$ cat config.mk
export PLATFORM = sky130hd
export DESIGN_NAME = timer_counter
export DESIGN_NICKNAME = d
export VERILOG_FILES = /design/src/rtl/timer_counter.sv
export SDC_FILE = /design/constraint.sdc
export NUM_CORES = 1
export LEC_CHECK = 0
export ABC_AREA = 1
export ABC_CLOCK_PERIOD_IN_PS = 3300
export CAP_MARGIN = 10
export CORE_UTILIZATION = 36
export CTS_CLUSTER_SIZE = 25
export DETAILED_ROUTE_END_ITERATION = 12
export GPL_ROUTABILITY_DRIVEN = 0
export GPL_TIMING_DRIVEN = 0
export PLACE_DENSITY = 0.67
export SETUP_SLACK_MARGIN = 0.02
export SLEW_MARGIN = 10
export SYNTH_ARGS = -nofsm -noshare
export SYNTH_HDL_FRONTEND = slang
export SYNTH_SLANG_ARGS = --single-unit
export TNS_END_PERCENT = 100
$ cat constraint.sdc
create_clock -name clk -period 3.3 [get_ports clk]
set_input_delay 0.66 -clock clk [delete_from_list [all_inputs] [get_ports clk]]
set_output_delay 0.66 -clock clk [all_outputs]
set_load 0.005 [all_outputs]
$ cat src/rtl/timer_counter.sv
// Timer counting engine: power-of-two prescaler driving a 64-bit up-counter,
// with delayed TDR0/TDR1 loads and a clear on the falling edge of the enable.
module timer_counter #(
   parameter int unsigned MAX_DIV = 8
) (
   input  logic        clk,
   input  logic        rst,
   input  logic        timer_en,
   input  logic        div_en,
   input  logic [3:0]  div_val,
   input  logic        halt,
   input  logic [31:0] tdr0,
   input  logic [31:0] tdr1,
   input  logic        tdr0_wr_sel,
   input  logic        tdr1_wr_sel,
   output logic [31:0] count_0,
   output logic [31:0] count_1
);

   logic [63:0] cnt_q, cnt_d;
   logic [7:0]  pre_q, pre_d;
   logic        en_q, ld0_q, ld1_q;
   logic [3:0]  dv;
   logic [7:0]  lim;
   logic        tick;
   logic        dis_edge;

   always_comb begin
      dv = div_val;
      if ({28'd0, div_val} > MAX_DIV) begin
         dv = 4'(MAX_DIV);
      end
      lim = 8'((9'd1 << dv) - 9'd1);
   end

   always_comb begin
      tick = 1'b0;
      if (timer_en && !halt) begin
         tick = div_en ? (pre_q == lim) : 1'b1;
      end
   end

   assign dis_edge = en_q && !timer_en;

   always_comb begin
      pre_d = pre_q;
      if (!timer_en || !div_en) begin
         pre_d = 8'd0;
      end else if (!halt) begin
         // >= rather than == so a shrinking div_val cannot strand pre above lim
         pre_d = (pre_q >= lim) ? 8'd0 : pre_q + 8'd1;
      end
   end

   always_comb begin
      cnt_d = cnt_q;
      if (dis_edge) begin
         cnt_d = 64'd0;
      end else if (ld0_q || ld1_q) begin
         if (ld0_q) cnt_d[31:0]  = tdr0;
         if (ld1_q) cnt_d[63:32] = tdr1;
      end else if (tick) begin
         cnt_d = cnt_q + 64'd1;
      end
   end

   always_ff @(posedge clk or posedge rst) begin
      if (rst) begin
         cnt_q <= 64'd0;
         pre_q <= 8'd0;
         en_q  <= 1'b0;
         ld0_q <= 1'b0;
         ld1_q <= 1'b0;
      end else begin
         cnt_q <= cnt_d;
         pre_q <= pre_d;
         en_q  <= timer_en;
         // TDRx holds the written value only one cycle after the write strobe
         ld0_q <= tdr0_wr_sel;
         ld1_q <= tdr1_wr_sel;
      end
   end

   assign count_0 = cnt_q[31:0];
   assign count_1 = cnt_q[63:32];

endmodule

; Word-level counts from Yosys, hierarchy flattened
; Cells that the tools add are included.
[word_totals]
wordCells = 37
out_inout_bits = 64
reg_bits = 75
input_bits = 75
[op_classes]
mux = 11
n_reduce_logical = 10
shift = 1
magnitude_cmp = 2
addsub = 3
n_eq_ne = 4
[ops]
columns = cell, n
row1 = 64-bit 2-to-1 mux, 3
row2 = "64-bit by 1-bit adder with 64-bit output, second input constant", 1
row3 = 32-bit 2-to-1 mux, 2
row4 = 8-bit 2-to-1 mux, 3
row5 = "8-bit by 1-bit adder with 8-bit output, second input constant", 1
row6 = 8-bit == test, 1
row7 = 8-bit greater-or-equal comparator, 1
row8 = "1-bit by 4-bit left shift with 8-bit output, first input constant", 1
row9 = "8-bit by 1-bit subtractor with 8-bit output, second input constant", 1
row10 = "3-bit inequality test, second input constant", 2
row11 = "4-bit > comparator, second input constant", 1
row12 = 4-bit 2-to-1 mux, 1
row13 = 2-bit AND reduction, 2
row14 = 1-bit logical NOT, 3
row15 = 3-bit nonzero test, 1
row16 = 1-bit logical AND, 2
row17 = 1-bit logical OR, 2
row18 = 1-bit 2-to-1 mux, 2
row19 = "2-bit by 1-bit inequality test with 1-bit output, second input constant", 1

; Logic depth before layout (Yosys ltp)
; Gate-level depths: netlist of run 1.
[logic_depth]
depth_word = 10
mapped_depth = 17
depth_no_buf = 16

; Worst setup path after synthesis of run 1
; Ideal clock, no wire load.
[synth_timing]
path_kind = input -> register
from = input div_val[3]
to = register cnt_q[42]
setup_ps = 116
path_buffers = 1
arrival_ps = 2585
cell_stages = 17
required_ps = 3184
slack_ps = 599
path_cell_list = nor2_1 nand3_1 ha_1 o2111ai_1 xor2_1 ha_1 nand2_1 nor2_1 nand2_1 nand2_1 nand3b_1 nand2_1 nand2_1 clkbuf_1 nor2_1 nand2_1 nand2_1
[synth_between]
elab_chain_cells = 9
[synth_lines]
columns = item, line
row1 = from (decl), 10  ; input logic [3:0] div_val,
row2 = 4-bit > comparator, 30  ; if ({28'd0, div_val} > MAX_DIV) begin
row3 = 4-bit 2-to-1 mux *, 30
row4 = 1-bit by 4-bit left shift with 8-bit output *, 33  ; lim = 8'((9'd1 << dv) - 9'd1);
row5 = 8-bit by 1-bit subtractor with 8-bit output *, 33
row6 = 8-bit == test *, 39  ; tick = div_en ? (pre_q == lim) : 1'b1;
row7 = 1-bit 2-to-1 mux *, 39
row8 = 1-bit 2-to-1 mux *, 38  ; if (timer_en && !halt) begin
row9 = 3-bit nonzero test (no source line) *, --
row10 = 2-bit AND reduction (no source line) *, --
row11 = to (signal assigned), 75  ; cnt_q <= cnt_d;
row12 = to (decl), 20  ; logic [63:0] cnt_q, cnt_d;
; Every way passes the cells marked *; elsewhere a longest branch is shown, timed or not.
; A chain may end at the register's enable or synchronous reset.

; Worst setup path in the final report of run 1
[layout_timing]
from = input div_val[1]
to = register cnt_q[25]
; Same word-level chain as after synthesis.

==> results.sh, run 1 <==
export IMPL_status="finished, final reports clean"
export IMPL_cts_tree="yes"
export IMPL_seqPwrFrac_pct=39.1
export IMPL_cap_violations=0
export IMPL_finalHoldViolations=0
export IMPL_hold_end="cnt_q[63]$_DFFE_PP0P_"
export IMPL_netlist_instances=1041
export IMPL_die_area_um2=17660
export IMPL_rrSetupSlack_ps=940
export IMPL_nets=1277
export IMPL_r2r_cells=6
export IMPL_syn_nets=1127
export IMPL_coreArea_um2=16640
export IMPL_crit_path_max_fanout=10
export IMPL_fin_tns_setup_ps=0
export IMPL_fp_dieW_um=132.9
export IMPL_hold_class="reg -> reg"
export IMPL_cts_made_buffers=9
export IMPL_htreeDepth=3
export IMPL_ys_seq_elements=75
export IMPL_drive_above_1_share_pct=6.856
export IMPL_route_vias_total=7006
export IMPL_seqCellArea_um2=1877
export IMPL_min_from="cnt_q[63]$_DFFE_PP0P_"
export IMPL_intPower_mw=2.120
export IMPL_num_antenna_cells=0
export IMPL_antenna_found_initial=0
export IMPL_rows=47
export IMPL_worstReg2RegStart="ld1_q$_DFF_PP0_"
export IMPL_cp_arrival_ps=3360
export IMPL_hold_path_depth=2
export IMPL_min_period_ps=3069
export IMPL_finalClockSkew_ps=9.341
export IMPL_power_leakage_nw=3.699
export IMPL_power_mw=3.098
export IMPL_setup_violations_final=0
export IMPL_syn_area_um2=6167
export IMPL_ys_warn_count=0
export IMPL_area_growth_pct=33.58
export IMPL_cts_root_buf="clkbuf_16"
export IMPL_grt_pass1_wl_um=32710
export IMPL_switching_share_pct=31.58
export IMPL_p_clk_share_pct=35.2
export IMPL_drt_iter0_markers=508
export IMPL_hpwl_um=16460
export IMPL_p_switching_mw=0.9782
export IMPL_ios=139
export IMPL_grt_use_total_pct=24.06
export IMPL_cts_sinks=75
export IMPL_final_antenna_net_count=0
export IMPL_combPwrFrac_pct=25.7
export IMPL_max_freq_mhz=325.8
export IMPL_multi_input_area_um2=3884
export IMPL_tightestPinTransition_ps=1093
export IMPL_crit_type="in -> reg"
export IMPL_whs_ps=540.8
export IMPL_p_per_area_nw_per_um2=376.0
export IMPL_initial_core_util_pct=37.06
export IMPL_period_share_pct=93.01
export IMPL_synth_seq_area_share_pct=30.43
export IMPL_synth_avg_cell_area_um2=5.924
export IMPL_die_h_um=132.9
export IMPL_drv_slew=0
export IMPL_wirelength_um=20780
export IMPL_ir_worst_vdd_mv=0.2496
export IMPL_cp_required_ps=3590
export IMPL_crit_path_end_kind="flip-flop"
export IMPL_cts_max_path_buffers=2
export IMPL_grt_max_degree=41
export IMPL_vias_per_cell=4.948
export IMPL_nFillCells=1678
export IMPL_path_clk_slew_ps=60
export IMPL_post_route_drc_count=0
export IMPL_numPortBuffers=138
export IMPL_synth_cell_types=35
export IMPL_rr_endpoint="cnt_q[39]$_DFFE_PP0P_"
export IMPL_relSlewSlack_pct=26.84
export IMPL_start_kind="input port"
export IMPL_drt_pass1_iter_count=5
export IMPL_post_drt_wl_per_cell_um=14.68
export IMPL_clk_latency_ps=350
export IMPL_grt_overflow_total=0
export IMPL_first_global_vias=6229
==> per-layer routing <==
| layer | part of all wire, % | track usage (%) | up-vias | wire length [um] |
|---|---|---|---|---|
| met3 | 7.4 | 4.291 | 35 | 1533 |
| met4 | 2.7 | 8.621 | 2 | 564 |
| met2 | 44 | 36.91 | 248 | 9139 |
| met5 | 0.36 | 0 | - | 74 |
| met1 | 46 | 33.71 | 3163 | 9469 |
| li1 | - | - | 3558 | - |
==> power groups by stage <==
stage	sequential [mW]	clock (mW)	combinational [mW]
after global routing	1.23	1.13	0.886
after floorplan	1.17	0	0.376
final	1.21	1.09	0.795
after CTS	1.21	1.10	0.789
after detailed placement	1.22	0	0.782
after global placement	1.22	0	0.768
==> sequential cells by signal (all words and copies together) (netlist names) <==
name   cells
ld0_q      1
en_q       1
ld1_q      1
pre_q      8
cnt_q     64
==> synth_stat cells (all sizes together) <==
library cell,instances,area share [%]
a21oi,10,0.81
o22ai,7,0.71
xnor2,4,0.57
inv,83,5.1
o21ai,40,3.2
xor2,10,1.4
mux2i,2,0.32
or2,1,0.10
nor2,228,16
clkbuf,14,0.85
dfrtp,75,30
nand3,72,5.8
nand3b,8,0.97
a31o,1,0.14
nand4,16,1.6
nand2,437,28
nor3,2,0.16
and2,1,0.10
a21o,1,0.12
ha,11,2.2
buf,10,0.95
o21bai,4,0.49
o2111ai,1,0.14
clkinv,2,0.14
a21boi,1,0.12
==> repair_timing <==
| item | 4_1_cts | 5_1_grt |
|---|---|---|
| gates resized for setup | 7 | 21 |
| pin swaps | 0 | 2 |
| endpoints found under the setup margin | 48 | 58 |
| hold buffers | 0 | 0 |
| buffers inserted | 0 | 1 |
| gates cloned | 0 | 0 |
==> layout make-up <==
class                   instances  area share, %
inverters                      85          3.949
repair buffers                140          17.28
well taps                     220          3.341
multi-input cells             857          47.14
clock inverters                 6          1.078
plain buffers                  23          1.519
clock buffers                  10          2.901
flip-flops and latches         75          22.78
==> cells by family after synthesis <==
group                    synth area share [%]
XOR/XNOR                                1.988
AO/OA/AOI/OAI                           5.782
multiplexers                           0.3246
AND/OR/NAND/NOR                         52.24
flip-flops                              30.43
buffers and inverters                   6.999
adder cells (fa/ha/maj)                 2.232
==> metrics by stage <==
stage | instance area [um^2] | cells | utilization [%] | setup slack, ps
after floorplan | 6167 | 1041 | - | 598.9
after global placement | 7824 | 1399 | 47.01 | -692.0
after detailed placement | 7846 | 1400 | 47.15 | -524.9
after CTS | 8185 | 1415 | 49.18 | 46.65
after global routing | 8238 | 1416 | 49.50 | -7.169
final | 8238 | 1416 | 49.50 | 230.7
==> critical path: stages <==
cell and delay (ps):
clkdlybuf4s50_1 470, nor2_2 190, nand3_1 120, ha_1 230, o2111ai_1 120, xor2_1 90, ha_1 300, nand2_1 70
nor2_2 130, nand2_1 80, nand2_1 90, nand3b_1 120, nand2_4 120, nand2_4 100, clkbuf_4 210, nor2_1 130
nand2_1 70, nand2_1 50
==> worst max-delay path by stage <==
stage                           from                    end  cells past startpoint
final                     div_val[1]  cnt_q[25]$_DFFE_PP0P_                     18
after global routing      div_val[0]  cnt_q[24]$_DFFE_PP0P_                     18
after CTS                 div_val[2]   cnt_q[9]$_DFFE_PP0P_                     18
after detailed placement  div_val[3]  cnt_q[55]$_DFFE_PP0P_                     18
after global placement           rst  cnt_q[41]$_DFFE_PP0P_                      2
after floorplan           div_val[3]  cnt_q[42]$_DFFE_PP0P_                     17
==> cells in the final DEF (no fill, tap or decap), types with 3 or more instances in the layout <==
cell type and instances:
nand2_1 421, nor2_1 204, clkdlybuf4s50_1 137, inv_1 77, dfrtp_1 75, nand3_1 72
o21ai_0 26, nand4_1 16, nor2_2 14, o21ai_1 14, ha_1 11, a21oi_1 10
xor2_1 10, clkbuf_16 9, nand3b_1 8, nand2_4 8, nand2_2 8, nor2_4 8
buf_2 7, clkbuf_1 7, o22ai_1 7, xnor2_1 4, inv_2 4, o21bai_1 4
clkbuf_2 3, buf_4 3
(Power assumes the default switching activity.)
==> inputs of run 2 (changes only) <==
--- a/config.mk
+++ b/config.mk
@@ -11,7 +11,6 @@
 export CORE_UTILIZATION = 36
 export CTS_CLUSTER_SIZE = 25
 export DETAILED_ROUTE_END_ITERATION = 12
-export GPL_ROUTABILITY_DRIVEN = 0
 export GPL_TIMING_DRIVEN = 0
 export PLACE_DENSITY = 0.67
 export SETUP_SLACK_MARGIN = 0.02
==> run 2 against run 1 <==
Effect of this change:
- clock-buffer cell count grew 1
- combinational power is essentially flat
- setup slack lost 21 ps
- fmax shrank 0.66%
- flip-flop and latch count is the same
- largest cell class unchanged
- register-to-register slack lost 80 ps
- via count shrank 0.23%
- non-clock buffer count grew 1
- hold slack gained 18 ps
- global-route usage grew 0.98 points
- first-iteration DRC count grew 23%
==> results.sh, run 2 (same netlist as run 1, synthesis figures left out) <==
export IMPL_status="finished, final reports clean"
export IMPL_period_share_pct=93.63
export IMPL_die_h_um=132.9
export IMPL_grt_pass1_wl_um=34090
export IMPL_fp_dieW_um=132.9
export IMPL_ios=139
export IMPL_cp_slowest_cell="clkdlybuf4s50_1"
export IMPL_cts_made_buffers=9
export IMPL_post_drt_wl_per_cell_um=15.03
export IMPL_drive_above_1_share_pct=6.934
export IMPL_first_global_vias=6423
export IMPL_rows=47
export IMPL_crit_top_cell="nand2_1"
export IMPL_coreArea_um2=16640
export IMPL_final_antenna_net_count=0
export IMPL_fin_tns_setup_ps=0
export IMPL_area_growth_pct=32.95
export IMPL_cts_root_buf="clkbuf_16"
export IMPL_p_switching_mw=0.9870
export IMPL_vias_per_cell=4.933
export IMPL_tightestPinTransition_ps=1176
export IMPL_clk_latency_ps=350
export IMPL_crit_type="in -> reg"
export IMPL_rrSetupSlack_ps=860
export IMPL_r2r_cells=6
export IMPL_num_antenna_cells=0
export IMPL_antenna_found_initial=0
export IMPL_routabilityCongestion=0.9412
export IMPL_ir_worst_vdd_mv=0.2566
export IMPL_power_mw=2.955
export IMPL_cp_required_ps=3590
export IMPL_drv_slew=0
export IMPL_wirelength_um=21300
export IMPL_fin_util_pct=49.27
export IMPL_reg_top3="cnt_q x64, pre_q x8"
export IMPL_drt_pass1_iter_count=5
export IMPL_initial_core_util_pct=37.06
export IMPL_relSlewSlack_pct=21.30
export IMPL_combPwrFrac_pct=27.0
export IMPL_finalHoldViolations=0
export IMPL_seqPwrFrac_pct=41.0
export IMPL_crit_path_max_fanout=10
export IMPL_min_period_ps=3090
export IMPL_regMostFlops="cnt_q"
export IMPL_finalClockSkew_ps=5.424
export IMPL_rr_endpoint="cnt_q[39]$_DFFE_PP0P_"
export IMPL_mostFrequentLayoutCells="nand2_1 (422), nor2_1 (203), clkdlybuf4s50_1 (136)"
export IMPL_power_leakage_nw=3.679
export IMPL_start_kind="input port"
export IMPL_grt_max_degree=47
export IMPL_final_common_cell="nand2_1"
export IMPL_hpwl_um=16950
export IMPL_numPortBuffers=138
export IMPL_drt_iter0_markers=625
export IMPL_route_vias_total=6990
export IMPL_cts_max_path_buffers=2
export IMPL_htreeDepth=3
export IMPL_die_area_um2=17660
export IMPL_hold_class="reg -> reg"
export IMPL_largest_register_ffs=64
export IMPL_grt_overflow_total=0
export IMPL_cts_sinks=75
export IMPL_whs_ps=558.9
export IMPL_path_delay_family="simple AND/OR/NAND/NOR gates"
export IMPL_cts_tree="yes"
export IMPL_p_per_area_nw_per_um2=360.4
export IMPL_min_from="cnt_q[63]$_DFFE_PP0P_"
export IMPL_rsz0062_at_grt="false"
export IMPL_post_route_drc_count=0
export IMPL_worst_path_buf_inv=2
export IMPL_switching_share_pct=33.40
export IMPL_intPower_mw=1.968
export IMPL_p_clk_share_pct=32.0
export IMPL_slowest_delay_ps=550
export IMPL_worstReg2RegStart="ld1_q$_DFF_PP0_"
export IMPL_grt_use_total_pct=25.04
export IMPL_crit_path_end_kind="flip-flop"
export IMPL_crit_chain="clkdlybuf4s50_1 > nor2_2 > nand3_1 > ha_2 > o2111ai_1 > xor2_1 > ha_1 > nand2_1 > nor2_2 > nand2_1 > nand2_1 > nand3b_1 > nand2_1 > nand2_4 > buf_4 > nor2_1 > nand2_1 > nand2_1"
export IMPL_cp_arrival_ps=3380
export IMPL_path_clk_slew_ps=60
export IMPL_max_freq_mhz=323.6
export IMPL_cap_violations=0
export IMPL_hold_end="cnt_q[63]$_DFFE_PP0P_"
export IMPL_nets=1278
export IMPL_setup_violations_final=0
export IMPL_hold_path_depth=2
run 2: cell types whose count changed in the layout (fill, tap and decap cells not counted), sizes merged:
cell,change
clkinv,-1
bufinv,-2
clkbuf,-2
dlymetal6s2s,+1
buf,+4
clkdlybuf4s50,-1
clkinvlp,+2
run 2: what timing repair did:
action | in CTS | in global routing
hold buffers | 0 | 0
cloned | 0 | 0
setup endpoints to repair | 56 | 62
pin swaps | 0 | 1
gates resized for setup | 8 | 24
setup buffers | 0 | 2
run 2: through the flow:
stage | setup WS (ps) | area, um^2 | std cells
2_1_floorplan | 598.9 | 6167 | 1041
3_3_place_gp | -727.3 | 7824 | 1399
3_5_place_dp | -565.3 | 7854 | 1400
4_1_cts | 34.59 | 8148 | 1415
5_1_grt | 13.74 | 8199 | 1417
6_report | 210.2 | 8199 | 1417
run 2: worst reg2reg max path, stage by stage, from the launching register on:
cell and delay, ps:
dfrtp_1 390, nor2_1 900, buf_2 410, buf_2 330, nand3_1 180, nand2_1 90
nand2_1 40
run 2: area by class of cell:
cell class / count / area (um^2)
tap: 220 / 275.3
clock inverter: 5 / 38.79
clock buffer: 11 / 242.7
fill: 1766 / 8443
multi-input combinational: 857 / 3886
buffer: 23 / 125.1
timing repair buffer: 141 / 1429
inverter: 85 / 325.3
sequential: 75 / 1877
run 2: power groups by stage:
stage          Combinational (mW)  Sequential (mW)  Clock (mW)
2_1_floorplan               0.376             1.17           0
5_1_grt                     0.888             1.23        1.01
3_3_place_gp                0.769             1.22           0
3_5_place_dp                0.786             1.22           0
4_1_cts                     0.791             1.21       0.964
6_report                    0.798             1.21       0.946
run 2: how the worst max path moves through the flow:
stage | start | to | slack, ps | depth (start not counted)
after floorplan | div_val[3] | cnt_q[42]$_DFFE_PP0P_ | 600 | 17
after global placement | rst | cnt_q[35]$_DFFE_PP0P_ | -730 | 2
after detailed placement | div_val[3] | cnt_q[53]$_DFFE_PP0P_ | -570 | 18
after CTS | div_val[2] | cnt_q[2]$_DFFE_PP0P_ | 30 | 15
after global routing | div_val[3] | cnt_q[55]$_DFFE_PP0P_ | 10 | 18
final | div_val[3] | cnt_q[55]$_DFFE_PP0P_ | 210 | 18
run 2: layer usage:
metal	wire, um	vias up	track usage (%)
met3	1534	23	5.556
met2	9323	241	38.39
met1	10060	3161	35.46
met5	0	-	0
li1	-	3565	-
met4	383	0	6.194
